$ cat src/rtl/alu_result_buffer.sv
// rtl/alu_result_buffer.sv - ALU result/flag FIFO with sticky status and op counter
// Captures {Z, flags} from the ALU through valid/ready and presents the head to writeback.
module alu_result_buffer #(
    parameter int W     = 16,
    parameter int DEPTH = 4,
    parameter int CNT_W = 16
) (
    input  logic                       clk,
    input  logic                       rst,
    input  logic                       in_valid,
    output logic                       in_ready,
    input  logic [W-1:0]               Z,
    input  logic                       Sign,
    input  logic                       Zero,
    input  logic                       Carry,
    input  logic                       Parity,
    input  logic                       Overflow,
    output logic                       out_valid,
    input  logic                       out_ready,
    output logic [W-1:0]               out_Z,
    output logic [4:0]                 out_flags,
    output logic [$clog2(DEPTH):0]     level,
    output logic [4:0]                 sticky,
    input  logic                       sticky_clr,
    output logic [CNT_W-1:0]           op_count
);

    localparam int PW = $clog2(DEPTH);
    localparam int LW = PW + 1;
    localparam int EW = W + 5;
    localparam logic [LW-1:0] FULL_LVL = LW'(DEPTH);

    logic [EW-1:0]    mem_q [DEPTH];
    logic [EW-1:0]    mem_d [DEPTH];
    logic [PW-1:0]    wr_ptr_q, wr_ptr_d;
    logic [PW-1:0]    rd_ptr_q, rd_ptr_d;
    logic [LW-1:0]    level_q, level_d;
    logic [4:0]       sticky_q, sticky_d;
    logic [CNT_W-1:0] op_count_q, op_count_d;

    logic       push;
    logic       pop;
    logic [4:0] in_flags;

    // Handshake flags come only from registered occupancy, so no in->out combinational path.
    assign in_ready  = (level_q != FULL_LVL);
    assign out_valid = (level_q != '0);
    assign push      = in_valid && in_ready;
    assign pop       = out_valid && out_ready;
    assign in_flags  = {Sign, Zero, Carry, Parity, Overflow};

    assign out_Z     = mem_q[rd_ptr_q][EW-1:5];
    assign out_flags = mem_q[rd_ptr_q][4:0];
    assign level     = level_q;
    assign sticky    = sticky_q;
    assign op_count  = op_count_q;

    always_comb begin
        mem_d      = mem_q;
        wr_ptr_d   = wr_ptr_q;
        rd_ptr_d   = rd_ptr_q;
        level_d    = level_q;
        sticky_d   = sticky_q;
        op_count_d = op_count_q;

        if (push) begin
            mem_d[wr_ptr_q] = {Z, in_flags};
            wr_ptr_d        = wr_ptr_q + PW'(1);
            op_count_d      = op_count_q + CNT_W'(1);
        end
        if (pop) begin
            rd_ptr_d = rd_ptr_q + PW'(1);
        end

        if (push && !pop) begin
            level_d = level_q + LW'(1);
        end else if (!push && pop) begin
            level_d = level_q - LW'(1);
        end

        // Clear takes effect before the same-edge entry is folded in.
        if (sticky_clr) begin
            sticky_d = '0;
        end
        if (push) begin
            sticky_d = sticky_d | in_flags;
        end
    end

    always_ff @(posedge clk or posedge rst) begin
        if (rst) begin
            for (int i = 0; i < DEPTH; i++) begin
                mem_q[i] <= '0;
            end
            wr_ptr_q   <= '0;
            rd_ptr_q   <= '0;
            level_q    <= '0;
            sticky_q   <= '0;
            op_count_q <= '0;
        end else begin
            mem_q      <= mem_d;
            wr_ptr_q   <= wr_ptr_d;
            rd_ptr_q   <= rd_ptr_d;
            level_q    <= level_d;
            sticky_q   <= sticky_d;
            op_count_q <= op_count_d;
        end
    end

endmodule

$ cat config.mk
export PLATFORM = sky130hd
export DESIGN_NAME = alu_result_buffer
export DESIGN_NICKNAME = d
export VERILOG_FILES = /design/src/rtl/alu_result_buffer.sv
export SDC_FILE = /design/constraint.sdc
export NUM_CORES = 1
export LEC_CHECK = 0
export ABC_AREA = 1
export BUFFER_PORTS_ARGS = -buffer_cell sky130_fd_sc_hd__buf_4
export CORE_MARGIN = 5
export CORE_UTILIZATION = 35
export CTS_CLUSTER_DIAMETER = 40
export DETAILED_ROUTE_END_ITERATION = 12
export GPL_ROUTABILITY_DRIVEN = 0
export PLACE_DENSITY = 0.63
export SYNTH_ARGS = -nofsm -noshare
export SYNTH_HDL_FRONTEND = slang
export SYNTH_SLANG_ARGS = --single-unit
$ cat constraint.sdc
create_clock -name clk -period 3.6 [get_ports clk]
set_clock_uncertainty 0.05 [all_clocks]
set_input_delay 0.54 -clock clk [delete_from_list [all_inputs] [get_ports clk]]
set_output_delay 0.54 -clock clk [all_outputs]
set_load 0.01 [all_outputs]
; Word level (Yosys, flattened, before mapping)
; Index checks and enable logic that the tools add are counted.
[word_totals]
register_bits = 112
inputBits = 26
out_inout_bits = 47
elab_cells = 40
[classes]
add_sub_neg = 5
order_cmp = 3
n_eq_ne = 1
muxes = 10
bitwise_logic = 3
reduce_logical = 9
[op_table]
columns = cell, n
row1 = bitwise mux 84 bit, 1
row2 = 2-to-1 mux 21 bit, 3
row3 = binary-select mux 21 bit (select 2 bit), 1
row4 = demux 21 bit (select 2 bit), 1
row5 = adder 16 x 1 -> 16 bit (second input constant), 1
row6 = 2-to-1 mux 5 bit, 2
row7 = >= comparator 3 bit (second input constant), 2
row8 = 2-to-1 mux 3 bit, 2
row9 = NOT 2 -> 3 bit, 2
row10 = logical AND 1 bit, 5
row11 = bitwise OR 5 bit, 1
row12 = adder 2 x 1 -> 2 bit (second input constant), 2
row13 = adder 3 x 1 -> 3 bit (second input constant), 1
row14 = less-than comparator 3 x 1 -> 1 bit (second input constant), 1
row15 = != test 3 bit (second input constant), 1
row16 = nonzero test 3 bit, 1
row17 = subtractor 3 x 1 -> 3 bit (second input constant), 1
row18 = zero test 1 bit, 2
row19 = nonzero test 2 bit, 1

; Logic depth before layout (Yosys ltp)
[logic_depth]
ltp_word = 6
mapped_depth = 10
ltp_nobuf = 10

; Worst setup path after synthesis
; No wires, ideal clock.
[synth_path]
path_type = register -> register
from = register level_q[0] (netlist: level[0])
to = register level_q[1] (netlist: level[1])
setup_ps = 125
t_arrival_ps = 1844
t_required_ps = 3425
setup_slack_ps = 1581
path_stages_with_launch = 9
path_buffers = 0
period_less_slack_ps = 2019
cell_sequence = dfrtp_1 -> nor2_2 -> nand2_4 -> nand2_8 -> inv_12 -> ha_1 -> inv_1 -> fa_1 -> mux2_2
[synth_between]
word_cells_on_any_way = 13
classes_between = add/sub: 2 / eq/ne: 1 / mux: 2 / reduce/logical: 8
[synth_lines]
columns = item, line
row1 = "start, declared", 37  ; logic [LW-1:0] level_q, level_d;
row2 = "start signal, assigned", 104  ; level_q <= level_d;
row3 = != test 3 bit, 46  ; assign in_ready = (level_q != FULL_LVL);
row4 = net in_ready, 11  ; output logic in_ready,
row5 = logical AND 1 bit, 48  ; assign push = in_valid && in_ready;
row6 = net push, 41  ; logic push;
row7 = logical AND 1 bit, 75  ; if (push && !pop) begin
row8 = 2-to-1 mux 3 bit, 75
row9 = net level_d[1], 37
; The timed path passes the listed nets, and every way through them passes these cells. The select of a mux whose other input is x is not followed.
; A chain may end at the register's enable or synchronous reset.

; Final worst setup path
[layout_path]
from = register rd_ptr_q[0]
to = output out_Z[1]
[layout_between]
elab_chain_cells = 4
[layout_lines]
columns = item, line
row1 = "start, declared", 36  ; logic [PW-1:0] rd_ptr_q, rd_ptr_d;
row2 = "start signal, assigned", 103  ; rd_ptr_q <= rd_ptr_d;
row3 = NOT 2 -> 3 bit (not written as such), 52  ; assign out_Z = mem_q[rd_ptr_q][EW-1:5];
row4 = binary-select mux 21 bit (select 2 bit), 52
row5 = 2-to-1 mux 21 bit (2 in series), -
row6 = "end, declared", 20  ; output logic [W-1:0] out_Z,
; Every way passes these cells. The select of a mux whose other input is x is not followed.

==> metrics.txt <==
Die H=134 um; Hold-fix buffers, CTS=0; multi-input logic area=roughly 0.0021 mm2; fmax=389 MHz; Final min period=2.57 ns; GR Overflow Total=0; EDFF count, synth=0; via count=4065; met1 wire length=5.32 mm; Max Root-Sink Buffers=2; Rows=45; # resized after CTS=0; RSZ-0062 raised after global routing=no; r2r worst-path depth=8; CTS H-tree depth=3; share of layout cells above drive strength 1=22.3%; post-synth top area cell=dfrtp_1; clock tree root driver cell=clkbuf_16; synth warn=0; Slew HR=47.5%; WL/cell=~15 um; peak supply drop=around 0.32 mV; Worst EP required=3.01 ns; Tot GR Track Use=14.3%; first drt pass iteration count=4; Final Util=41.1%; Post-DRT Antenna Nets=0; critical path endpoint category=primary output; synthesis-stage register bit count=112; number of port buffers=72; first-pass GRT wire length=20.4 mm; Die ar.=0.0179 mm2; die width=between 100 and 150 um; outcome=finished, final reports clean; RR Startpoint=level[0]; Core ar.=0.0151 mm2; CP arrival=1.98 ns; register area=0.00280 mm2; fraction of registers with async set/reset=100%; met3 WL=597 um; # nets final=666; leakage power=2.97 nW; CTS tree=yes; diodes inserted=0; Cells after Synth=between 500 and 600; share of the synthesized area in the top cell type=a little over half; crit path kind=flip-flop to primary output; PD cells=just under 900 mW/mm2; DP Worst Slack=1.40 ns; CP max FO=26; Final WS setup=between 1 and 1.5 ns; vias in the first global route=4155; placed cells=810; setup bufs post-CTS=0; setup violators final=0; Avg Inst Size Synth=9.29 um2; final hold viol count=0; Synth Flop Type=dfrtp_1; Max-cap violations=0; type of the most critical hold path=input pin to async pin; final number of max-transition violations=0; Residual DRC=0; DP Wirelength=7.76 mm; top sig layer=met4; Setup crit start=rd_ptr_q[0]; Synth area leaders=dfrtp_1 52%, nand2_1 9.7%, o21ai_2 6.7%; non-filler cells, final=826; Layout area overhead=16.0%; Initial Util=a little over a third; Power, Total=approximately 5.5 mW; actual transition at the worst max-transition pin=about 0.79 ns; routed wire length=12.1 mm; clock-pin slew on the worst setup and hold paths=about 0.070 ns; vias per cell=about 4.9; CTS Buf Count=9; Mapped Area=0.00535 mm2; CTS sink count=between 100 and 150; Initial DRC Count=276; CP startpoint kind=flip-flop; TNS Setup=0 ns; met2 routed WL=between 6 and 7 mm; largest net degree at the start of global routing=63; layout filler cell count=1527; post-synth cell types=30; Seq/Total Area, Yosys=52.4%; Tcrit/Tclk final=71.5%; Top Ports=73; Synth Net Count=609; Worst-Skew Late Latency=0.35 ns; initial antenna violation count=0
## placed cells by master, fill, tap and decap left out, types with 5 or more instances in the layout
| cell | instances |
|---|---|
| buf_4 | 75 |
| clkbuf_16 | 9 |
| dfrtp_1 | 112 |
| ha_1 | 6 |
| inv_1 | 42 |
| nand2_1 | 138 |
| nand2_8 | 5 |
| nand3b_1 | 7 |
| nor2_1 | 55 |
| o21ai_0 | 44 |
| o21ai_1 | 43 |
| o21ai_2 | 41 |
| o22ai_1 | 26 |
| xor2_1 | 9 |
## through the flow
step	hold WS (ns)	area [um2]
finish	0.283	6210
global route	0.350	6210
CTS	0.310	6210
detailed placement	0.413	5920
global placement	0.410	5920
floorplan	0.400	5350
## synth_stat cells, types with 3 or more instances
cell type and instances:
nand2_8 5, nand2_1 138, ha_1 6, o21ai_0 44
nor2_4 3, xor2_1 9, o21ai_1 43, nand3b_1 7
o21ai_2 41, nand3_1 3, clkbuf_1 9, dfrtp_1 112
buf_6 14, buf_2 3, inv_1 43, nor2_1 55
o22ai_1 26
## final timing paths
check                               end  slack [ns]
max                            out_Z[1]        1.03
min                        op_count[15]        0.28
max reg2reg                    level[1]        1.47
min reg2reg                   mem_q[62]        0.43
max in group asynchronous     mem_q[72]        2.45
min in group clk              sticky[1]        0.37
## critical path, cell delays in order (launching register included)
cell and delay [ns]:
dfrtp_1 0.38, inv_1 0.36, buf_4 0.38, o21ai_0 0.12, o22ai_1 0.23, buf_4 0.17
## logic make-up (layout without fill, tap and decap cells)
family	after synthesis	count (layout)	share of synthesized area [%]
simple gates	216	216	18.0
compound gates	156	156	18.1
flops	112	112	52.4
buf+inv	74	136	7.97
xor+xnor	10	10	1.64
fa+ha+maj	7	7	1.78
mux	1	1	0.210
## cell type report
cell class              instances  area share (%)
clock buffers                  13            3.87
repair buffers                 76            9.40
inverters                      44            2.90
clock inverters                 3           0.685
flip-flops and latches        112            45.2
multi-input cells             390            34.2
well taps                     188            3.79
## power by group
| group | leakage [nW] | switching [mW] | total, mW | internal [mW] |
|---|---|---|---|---|
| sequential | 1.41 | 0.303 | 2.08 | 1.78 |
| combinational | 1.43 | 1.43 | 2.46 | 1.03 |
| clock | 0.134 | 0.436 | 0.976 | 0.540 |
| total | 2.97 | 2.17 | 5.52 | 3.35 |
## registers in the layout, summed over array words and instances, names as in the netlist
signal,count
level,3
sticky,5
wr_ptr_q,2
op_count,16
rd_ptr_q,2
mem_q,84
## layer usage
metal	up-vias	global-route usage (%)
li1	2007	-
met1	1956	17.3
met2	91	24.3
met3	11	3.97
met4	0	5.09
met5	-	0
No activity file was read; power rests on OpenSTA's default activity.
